## src/rtl/gamepad_pmod_rx.sv

```systemverilog
// gamepad_pmod_rx
//   Receives the SNES-style serial button frame arriving on a PMOD header and
//   presents the accepted button state with per-bit press/release pulses.
//
//   Parameters
//     NUM_PADS       controllers in one serial frame (1..4)
//     BITS_PER_PAD   button bits per controller
//     TIMEOUT_CYCLES clk cycles without a valid frame before link loss (>= 2)
//
//   Ports
//     clk          system clock, rising edge
//     rst_n        synchronous active-low reset
//     pmod_data    serial data (asynchronous)
//     pmod_clk     shift clock (asynchronous), bit taken on its falling edge
//     pmod_latch   frame latch (asynchronous), frame closed on its rising edge
//     buttons      last accepted button state, first bit received in the MSB
//     pressed      one-cycle pulse per bit that went 0->1
//     released     one-cycle pulse per bit that went 1->0
//     frame_valid  one-cycle pulse when a frame is accepted
//     frame_error  one-cycle pulse when a frame is rejected
//     link_up      high once frames arrive
//
//   Build option
//     GAMEPAD_RX_WATCHDOG_EN  when defined, link_up drops and buttons are
//                             released after TIMEOUT_CYCLES without a frame.
//                             When undefined, link_up stays high until reset.

module gamepad_pmod_rx #(
    parameter int unsigned NUM_PADS       = 2,
    parameter int unsigned BITS_PER_PAD   = 12,
    parameter int unsigned TIMEOUT_CYCLES = 2_000_000
) (
    input  logic                             clk,
    input  logic                             rst_n,
    input  logic                             pmod_data,
    input  logic                             pmod_clk,
    input  logic                             pmod_latch,
    output logic [NUM_PADS*BITS_PER_PAD-1:0] buttons,
    output logic [NUM_PADS*BITS_PER_PAD-1:0] pressed,
    output logic [NUM_PADS*BITS_PER_PAD-1:0] released,
    output logic                             frame_valid,
    output logic                             frame_error,
    output logic                             link_up
);

    localparam int unsigned W  = NUM_PADS * BITS_PER_PAD;
    // Counter must hold W+1 so an over-long frame can never alias to W.
    localparam int unsigned CW = $clog2(W + 2);

    if (NUM_PADS < 1 || NUM_PADS > 4 || BITS_PER_PAD < 1 || TIMEOUT_CYCLES < 2) begin : g_bad_params
        $error("gamepad_pmod_rx: illegal parameter value");
    end

    logic          data_meta, data_sync;
    logic          sclk_meta, sclk_sync, sclk_prev;
    logic          latch_meta, latch_sync, latch_prev;
    logic [W-1:0]  shift_reg;
    logic [CW-1:0] bit_cnt;

    logic clk_fall;
    logic latch_rise;
    logic accept;

    assign clk_fall   = sclk_prev & ~sclk_sync;
    assign latch_rise = latch_sync & ~latch_prev;
    // Latch is judged on the pre-shift count even if a bit arrives in the same cycle.
    assign accept     = latch_rise && (bit_cnt == CW'(W));

`ifdef GAMEPAD_RX_WATCHDOG_EN
    localparam int unsigned WDW = $clog2(TIMEOUT_CYCLES + 1);
    logic [WDW-1:0] wd_cnt;
`endif

    always_ff @(posedge clk) begin
        if (!rst_n) begin
            data_meta   <= 1'b0;
            data_sync   <= 1'b0;
            sclk_meta   <= 1'b0;
            sclk_sync   <= 1'b0;
            sclk_prev   <= 1'b0;
            latch_meta  <= 1'b0;
            latch_sync  <= 1'b0;
            latch_prev  <= 1'b0;
            shift_reg   <= '0;
            bit_cnt     <= '0;
            buttons     <= '0;
            pressed     <= '0;
            released    <= '0;
            frame_valid <= 1'b0;
            frame_error <= 1'b0;
            link_up     <= 1'b0;
`ifdef GAMEPAD_RX_WATCHDOG_EN
            wd_cnt      <= '0;
`endif
        end else begin
            data_meta  <= pmod_data;
            data_sync  <= data_meta;
            sclk_meta  <= pmod_clk;
            sclk_sync  <= sclk_meta;
            sclk_prev  <= sclk_sync;
            latch_meta <= pmod_latch;
            latch_sync <= latch_meta;
            latch_prev <= latch_sync;

            frame_valid <= 1'b0;
            frame_error <= 1'b0;
            pressed     <= '0;
            released    <= '0;

            if (accept) begin
                buttons     <= shift_reg;
                pressed     <= shift_reg & ~buttons;
                released    <= ~shift_reg & buttons;
                frame_valid <= 1'b1;
            end else if (latch_rise) begin
                frame_error <= 1'b1;
            end

            if (clk_fall) begin
                shift_reg <= W'({shift_reg, data_sync});
                if (latch_rise)
                    bit_cnt <= CW'(1);
                else if (bit_cnt != CW'(W + 1))
                    bit_cnt <= bit_cnt + CW'(1);
            end else if (latch_rise) begin
                bit_cnt <= '0;
            end

            if (frame_valid)
                link_up <= 1'b1;

`ifdef GAMEPAD_RX_WATCHDOG_EN
            // Count saturates at TIMEOUT_CYCLES so the timeout fires only once.
            if (frame_valid) begin
                wd_cnt <= WDW'(1);
            end else if (wd_cnt != WDW'(TIMEOUT_CYCLES)) begin
                wd_cnt <= wd_cnt + WDW'(1);
                if (wd_cnt == WDW'(TIMEOUT_CYCLES - 1) && !accept) begin
                    link_up  <= 1'b0;
                    buttons  <= '0;
                    pressed  <= '0;
                    released <= buttons;
                end
            end
`endif
        end
    end

endmodule
```

## config.mk

```make
export PLATFORM = sky130hd
export DESIGN_NAME = gamepad_pmod_rx
export DESIGN_NICKNAME = d
export VERILOG_FILES = /design/src/rtl/gamepad_pmod_rx.sv
export SDC_FILE = /design/constraint.sdc
export NUM_CORES = 1
export LEC_CHECK = 0
export CAP_MARGIN = 0
export CORE_ASPECT_RATIO = 0.7
export CORE_MARGIN = 2
export CORE_UTILIZATION = 45
export DETAILED_ROUTE_END_ITERATION = 10
export HOLD_SLACK_MARGIN = 0.1
export PLACE_DENSITY = 0.79
export RECOVER_POWER = 50
export SLEW_MARGIN = 20
export SYNTH_ARGS = -nofsm -noshare
export SYNTH_HDL_FRONTEND = slang
export SYNTH_SLANG_ARGS = --single-unit
```

## constraint.sdc

```tcl
create_clock -name clk -period 1.55 [get_ports clk]
set_clock_uncertainty 0.05 [all_clocks]
set_input_delay 0.155 -clock clk [delete_from_list [all_inputs] [get_ports clk]]
set_output_delay 0.155 -clock clk [all_outputs]
set_load 0.01 [all_outputs]
```

==> results by group <==
Setup path
  – Crit start category: flip-flop
  – Crit path arrival time: 1.72 ns
  – Crit path required time: 1.76 ns
  – Crit path kind: flip-flop to flip-flop
  – Crit-path max FO: 17
  – Crit path capture type: flip-flop

GRT
  – GR Overflow Total: 0
  – Largest net degree at the start of global routing: 34
  – GRT busiest layer: met2
  – First-pass GRT wire length: 12,700 µm
  – GRT met3 Usage: 7.61%
  – Vias in the first global route: 2,656
  – Initial antenna violation count: 0
  – Tot GR Track Use: 17.8%
  – GR Util met2: 30.0%
  – Met1 Use GR: 20.6%

Pwr
  – Comb power frac: 1.6%
  – Lkg Pwr: 1.66 nW
  – PD cells: 1010 nW/µm²
  – Peak supply drop: 696 µV
  – Sequential Power Share: 55.1%
  – Design Power: 5.24 mW
  – Internal Power: 4.20 mW
  – NetSw: 1.05 mW
  – Clk pwr share: 43.3%
  – Sw frac: 20.0%

STA
  – Worst slew pin tran: 0.476 ns
  – Max-slew headroom: 68.3%
  – Tmin final: 1.51 ns
  – RSZ-0062 raised after global routing: yes
  – Ratio of final minimum period to clock period: 97.3%
  – # setup viols final: 0
  – Hold WS: 0.356 ns
  – Achievable Freq: 663 MHz
  – Max Slew Vio Count: 0
  – Final hold violation count: 0

Floorplanning
  – FP Rows: 28
  – Die Height: 81.2 µm
  – Die Span X: 114 µm
  – Core region area: 8340 µm²
  – IO Count: 80
  – Initial Util: 45.9%
  – Die Area: 9270 µm²

Synthesis
  – Netlist cell types: 32
  – Syn nets: 382
  – Mapped cell area: 3830 µm²
  – YS warnings: 0
  – FFs w/ async S/R, synth: 0%
  – Part of the Yosys area used for sequential elements: 58.6%
  – EDFF count, synth: 0
  – Primary FF master, synth: dfxtp_1
  – Post-synthesis register bit count: 112
  – Syn_area_per_cell: 10.2 µm²
  – Cells after Synth: 374

Min path
  – HP Class: primary input to flip-flop

Clocking
  – CTS clk-pin slew, worst paths: 0.07 ns
  – Post-CTS Setup Repair Bufs: 0
  – H-tree levels: 3
  – Max Buffers Root-to-Sink: 2
  – CTS tree: done
  – CTS Sinks: 112
  – Cts bufs inserted: 9
  – Worst-skew pair later-pin latency: 0.34 ns
  – Root Driver: clkbuf_16

Placed design
  – GP Congestion: 0.838
  – Post-DP HPWL: 5230 µm
  – Port bufs: 79

Layout
  – Most frequent cells in the layout: dfxtp_1 (106), nand2_1 (98), clkdlybuf4s50_1 (72)
  – N_diodes: 0
  – Most common library cell in the layout ignoring fill and taps: dfxtp_1
  – FILL cells: 661
  – P&R area growth vs syn: 35.4%
  – Nets@finish: 465
  – Share of layout cells above drive strength 1: 14.3%

Routing
  – DRC Markers: 0
  – Detail Route Antenna Nets: 0
  – Detailed Routing Iterations Pass 1: 4
  – DR iter-0 viols: 199
  – WL per Instance: 14.4 µm
  – Via/cell ratio: 4.99
  – Post-Route WL: 8160 µm
  – Vias: 2,823

Job
  – Max-Cap Viols: 0

Status
  – Outcome: finished, final reports clean
area by class of cell:
class	instances	area, µm²	share of cell area (%)
Clock buffer	10	239	4.61
Clock inverter	5	57.6	1.11
Inverter	4	17.5	0.338
Multi-Input combinational cell	234	1500	29.0
Sequential cell	112	2250	43.5
Tap cell	105	131	2.54
Timing Repair Buffer	96	978	18.9
cell usage after synthesis (2+ instances only):
master	count	share of area, %
nor3b_2	9	2.9
buf_8	2	0.78
a21oi_1	24	3.1
or3_1	4	0.65
and2_1	8	1.3
mux2i_1	24	6.3
inv_1	4	0.39
nor3b_1	39	7.7
nor2_1	2	0.20
nand2_1	98	9.6
nand2b_1	2	0.33
ha_1	3	0.98
nand3_1	3	0.39
o21ai_0	2	0.26
dfxtp_1	112	59
a211oi_1	3	0.59
a31oi_1	2	0.33
buf_2	10	1.3
buf_6	3	0.88
clkbuf_1	8	0.78
worst max-delay path, stage by stage (launching register included):
cell     delay [ns]
dfxtp_4        0.38
inv_4          0.06
ha_4           0.10
and4b_4        0.27
nand3_4        0.15
buf_12         0.20
nor3b_1        0.21
power by group through the flow:
stage | sequential, mW | combinational (mW) | clock, mW
final | 2.89 | 0.0841 | 2.27
after global routing | 2.89 | 0.0931 | 2.47
after CTS | 2.89 | 0.0858 | 2.33
after detailed placement | 2.96 | 0.0838 | 0
after global placement | 2.96 | 0.0801 | 0
after floorplan | 2.96 | 0.0541 | 0
final timing paths:
| kind | slack, ns | endpoint | start | depth (start not counted) |
|---|---|---|---|---|
| worst min-delay path | 0.36 | latch_meta | pmod_latch | 2 |
| worst max-delay path | 0.04 | released[0] | bit_cnt[0] | 6 |
| worst min register to register | 0.38 | latch_sync | latch_meta | 1 |
| worst max register to register | 0.04 | released[0] | bit_cnt[0] | 6 |
cell families (layout without fill, tap and decap cells):
family / after synthesis / count (layout) / share of synthesized area, %
AND/OR/NAND/NOR: 174 / 174 / 25.1
multiplexers: 24 / 24 / 6.28
adder cells (fa/ha/maj): 3 / 3 / 0.981
AO/OA/AOI/OAI: 33 / 33 / 4.74
buffers and inverters: 28 / 115 / 4.25
flip-flops: 112 / 112 / 58.6
per-stage QoR:
step,worst slack [ns],util (%),instances,area [µm²],TNS [ns]
floorplan,0.0381,-,374,3830,0
global placement,0.0731,56.8,547,4730,0
detailed placement,0.000414,56.8,547,4730,0
CTS,0.00783,60.6,563,5050,0
global route,-0.0155,62.1,566,5180,-0.120
finish,0.0413,62.1,566,5180,0
routing by layer:
layer,wire length (µm),part of all wire (%)
met1,3440,42
met3,677,8.3
met5,0,0
met2,3980,49
met4,63,0.77
repair_timing:
action                                  in CTS  in global routing
hold buffers                                 1                  0
pin swaps                                    0                  2
resized for setup                            3                 31
endpoints found under the setup margin       8                 64
gates cloned                                 0                  3
hold endpoints to repair                     1                  0
No activity file was read; power rests on OpenSTA's default activity.
